**config.mk**
```make
export PLATFORM = sky130hd
export DESIGN_NAME = ram_d
export DESIGN_NICKNAME = d
export VERILOG_FILES = /design/src/rtl/ram_d.sv
export SDC_FILE = /design/constraint.sdc
export NUM_CORES = 1
export LEC_CHECK = 0
export CAP_MARGIN = 30
export CORE_MARGIN = 8
export CORE_UTILIZATION = 54
export DETAILED_ROUTE_END_ITERATION = 8
export PLACE_DENSITY = 0.84
export RECOVER_POWER = 50
export SLEW_MARGIN = 0
export SYNTH_ARGS = -nofsm -noshare
export SYNTH_HDL_FRONTEND = slang
export SYNTH_SLANG_ARGS = --single-unit
export TNS_END_PERCENT = 20
```
**constraint.sdc**
```tcl
create_clock -name clk -period 1.6 [get_ports clk]
set_input_delay 0.32 -clock clk [delete_from_list [all_inputs] [get_ports clk]]
set_output_delay 0.32 -clock clk [all_outputs]
set_load 0.01 [all_outputs]
```
**src/rtl/ram_d.sv**
```systemverilog
// ram_d: single-clock simple dual-port RAM (one write port, one read port).
// The storage is cleared by an asynchronous active-low reset, and reads are
// registered. When a read and a write hit the same in-range address on the same
// edge, the read returns the word being written (write-first).
module ram_d #(
    parameter int ADDR_WIDTH = 4,
    parameter int DEPTH      = 16,
    parameter int DATA_WIDTH = 8
) (
    input  logic                  clk,
    input  logic                  rst,
    input  logic                  wr_en,
    input  logic [ADDR_WIDTH-1:0] wr_addr,
    input  logic [DATA_WIDTH-1:0] wr_data,
    input  logic                  rd_en,
    input  logic [ADDR_WIDTH-1:0] rd_addr,
    output logic [DATA_WIDTH-1:0] rd_data
);

    // Compare addresses one bit wider so that DEPTH == 2**ADDR_WIDTH fits.
    localparam logic [ADDR_WIDTH:0] DEPTH_L = (ADDR_WIDTH + 1)'(DEPTH);

    logic [DATA_WIDTH-1:0] mem [DEPTH];
    logic                  wr_ok;
    logic                  rd_ok;
    logic [DATA_WIDTH-1:0] rd_next;

    // Range checks: out-of-range writes are dropped and out-of-range reads return zero.
    always_comb begin
        wr_ok = ({1'b0, wr_addr} < DEPTH_L);
        rd_ok = ({1'b0, rd_addr} < DEPTH_L);
    end

    // Select the read word, forwarding a same-address write so the read sees it.
    always_comb begin
        rd_next = '0;
        if (rd_ok) begin
            if (wr_en && wr_ok && (wr_addr == rd_addr)) begin
                rd_next = wr_data;
            end else begin
                rd_next = mem[rd_addr];
            end
        end
    end

    // Storage array, cleared on reset and updated by in-range enabled writes.
    always_ff @(posedge clk or negedge rst) begin
        if (!rst) begin
            for (int i = 0; i < DEPTH; i++) begin
                mem[i] <= '0;
            end
        end else if (wr_en && wr_ok) begin
            mem[wr_addr] <= wr_data;
        end
    end

    // Registered read port; the output holds its value while rd_en is low.
    always_ff @(posedge clk or negedge rst) begin
        if (!rst) begin
            rd_data <= '0;
        end else if (rd_en) begin
            rd_data <= rd_next;
        end
    end

endmodule

```
==> impl_metrics.py <==
metrics = {
    "synthesis": {
        "synth_cells": 400,
        "yosys-top-cells-count": "dfrtp_1, mux2_2, mux4_2",
        "ys.warnings.count": 0,
        "yosysTopAreaCell": "dfrtp_1",
        "syn_avg_cell_area_um2": 15.7,
        "synth_fp_nets": 420,
        "synth_cell_types": 32,
        "netlist_top_cells_area": "dfrtp_1, mux2_2, mux4_2",
        "synth_edf_count": 0,
        "async_flop_share_pct": 100,
        "yosysSeqAreaShare_pct": 54.0,
        "synthFlopType": "dfrtp_1",
        "ys_seq_elements": 136,
        "mappedNetlistArea_mm2": 0.00630,
        "synthMostInstantiatedCell": "dfrtp_1",
        "synth_top_area_share_pct": 54.0,
    },
    "floorplanning": {
        "start_util_pct": 55.2,
        "rows": 39,
        "die-area_mm2": 0.0154,
        "core_mm2": 0.0114,
        "die_w_um": 124,
        "io_pins": 28,
        "dieHeight_um": 124,
    },
    "power": {
        "p_per_area_mw_per_mm2": 1430,
        "p_total_uw": 11100,
        "pwr-share-clk_pct": 40.1,
        "seqPwrFrac_pct": 42.3,
        "switchingPower_uw": 2680,
        "combPwrFrac_pct": 17.5,
        "netSwitchingFraction_pct": 24.1,
        "p_int_uw": 8430,
        "ir_drop_mv": 0.826,
        "p_leak_uw": 0.00335,
    },
    "drt": {
        "ant_nets": 0,
        "post_drt_wl_per_cell_um": 24.9,
        "vias": 3884,
        "routed_via_density": 6.20,
        "drtIter0Drc": 265,
        "wl_mm": 15.6,
        "drt_first_pass_iters": 5,
        "drc": 0,
    },
    "job": {
        "drv_cap": 0,
    },
    "timing": {
        "worst_slew_pin_slew_ns": 0.682,
        "timing.slew.headroom_pct": 54.5,
        "fmax_mhz": 607,
        "finClkSkew_ns": 0.00789,
        "fin_crit_sh_pct": 103,
        "finalSetupViolCount": 2,
        "slew_viol_final": 0,
        "rsz0062_at_grt": "yes",
        "fin_ws_ns": -0.0483,
        "layout_min_cycle_time_ns": 1.65,
        "final_hold_viol_count": 0,
    },
    "global_routing": {
        "grt_pass1_vias": 4358,
        "overflow": 0,
        "grt_usage_pct": 22.1,
        "grt_max_degree": 54,
        "antenna_found_initial": 0,
        "grt_pass1_wl_mm": 25.0,
    },
    "finish": {
        "drive_above_1_share_pct": 54.5,
        "n_antenna_cell": 0,
        "nets": 491,
        "nFillCells": 733,
        "synthToLayoutAreaGrowth_pct": 23.4,
        "stdcell_area_mm2": 0.00778,
    },
    "clock_network": {
        "cts_buffers": 17,
        "clock-root-buffer": "clkbuf_16",
        "clk_pin_slew_ns": 0.06,
        "clockBufferDepth": 2,
        "cts_tree": "built",
        "cts-htree-levels": 4,
        "clock_sinks": 136,
        "clk_latency_ns": 0.42,
    },
    "critical_path": {
        "critical_path.max_fanout": 2,
        "critPathLaunchType": "register",
        "critical_path_arrival_ns": 1.94,
        "required_ns": 1.89,
        "worst-setup-path-type": "register to register",
        "endpoint_kind": "register",
    },
    "placed_design": {
        "place_area_mm2": 0.00705,
        "hpwlAfterDp_mm": 9.54,
        "numPortBuffers": 27,
        "gp_congestion": 0.802,
    },
    "run_status": {
        "status": "complete, but fails checks",
        "failed_checks": "negative setup slack",
    },
    "hold_path": {
        "min_path_type": "input pin to async pin",
    },
}
==> metal layers <==
metal	track usage (%)	part of all wire, %	routed length [um]
met3	4.76	4.5	706
met4	10.1	2.6	409
met1	26.4	39	6130
met2	37.8	53	8320
met5	0	0	0
==> sequential cells by signal (all words and copies together), names as in the netlist <==
register / cells
mem: 128
rd_data: 8
==> critical path: stages (launching register included) <==
cell and delay, ns:
dfrtp_1 0.38, mux4_2 0.47, a22oi_2 0.24, nand2_1 0.11
a221o_1 0.32
==> stage by stage <==
step                std cells  worst slack [ns]  hold slack (ns)  TNS, ns  util (%)
CTS                       626           -0.0410            0.375  -0.0607      68.2
global route              626           -0.0783            0.511   -0.416      68.1
floorplan                 400           -0.0899           0.0244   -0.870         -
finish                    626           -0.0483            0.475  -0.0556      68.1
global placement          593            -0.643            0.260   -56.36      61.7
detailed placement        593            -0.703            0.266   -60.90      61.7
==> path summary, 6_finish.rpt <==
check	depth (start not counted)	end	slack [ns]	start
min in group clk	1	mem[126]$_DFFE_PN0P_	0.50	mem[126]$_DFFE_PN0P_
setup / recovery	4	rd_data[7]$_DFFE_PN0P_	-0.05	mem[63]$_DFFE_PN0P_
setup reg to reg	4	rd_data[7]$_DFFE_PN0P_	-0.05	mem[63]$_DFFE_PN0P_
hold reg to reg	1	mem[126]$_DFFE_PN0P_	0.50	mem[126]$_DFFE_PN0P_
hold / removal	2	mem[63]$_DFFE_PN0P_	0.48	rst
max in group asynchronous	3	mem[29]$_DFFE_PN0P_	0.21	rst
==> power by group through the flow <==
stage,clock network (uW),logic (uW),registers (uW)
final,4460,1950,4700
after global routing,4630,2070,4780
after CTS,4470,1950,4690
after detailed placement,0,1880,4710
after global placement,0,1780,4660
after floorplan,0,1310,4570
==> cells by family after synthesis <==
group,share of synthesized area [%]
compound gates,3.36
xor+xnor,0.556
buf+inv,2.44
flops,54.0
mux,35.0
simple gates,4.59
==> placed cells by master (no fill, tap or decap), types with 3 or more instances in the layout <==
cell type,n
a221o_1,8
a22oi_1,6
a22oi_2,10
buf_12,8
buf_4,35
buf_6,5
bufinv_16,6
clkbuf_1,3
clkbuf_16,17
clkdlybuf4s50_1,11
clkinvlp_4,3
dfrtp_1,136
dlygate4sd2_1,13
mux2_1,4
mux2_2,124
mux4_2,32
nand2_1,12
nor2_1,4
nor2_2,3
nor2b_1,8
nor3_2,7
xor2_1,3
==> what timing repair did <==
item | CTS | global route
hold endpoints to repair | 23 | 0
gates resized for setup | 31 | 5
endpoints found under the setup margin | 107 | 74
hold buffers | 1 | 0
setup buffers | 1 | 0
pin swaps | 5 | 1
==> cell type report <==
class                           instances  area, um^2  share of cell area (%)
Sequential cell                       136        3400                    43.8
Clock inverter                         11         220                    2.83
Tap cell                              143         179                    2.30
Multi-Input combinational cell        237        2770                    35.6
Timing Repair Buffer                   78         743                    9.56
Clock buffer                           20         457                    5.87
Inverter                                1        3.75                  0.0483
Power figures use the tool's default switching activity.
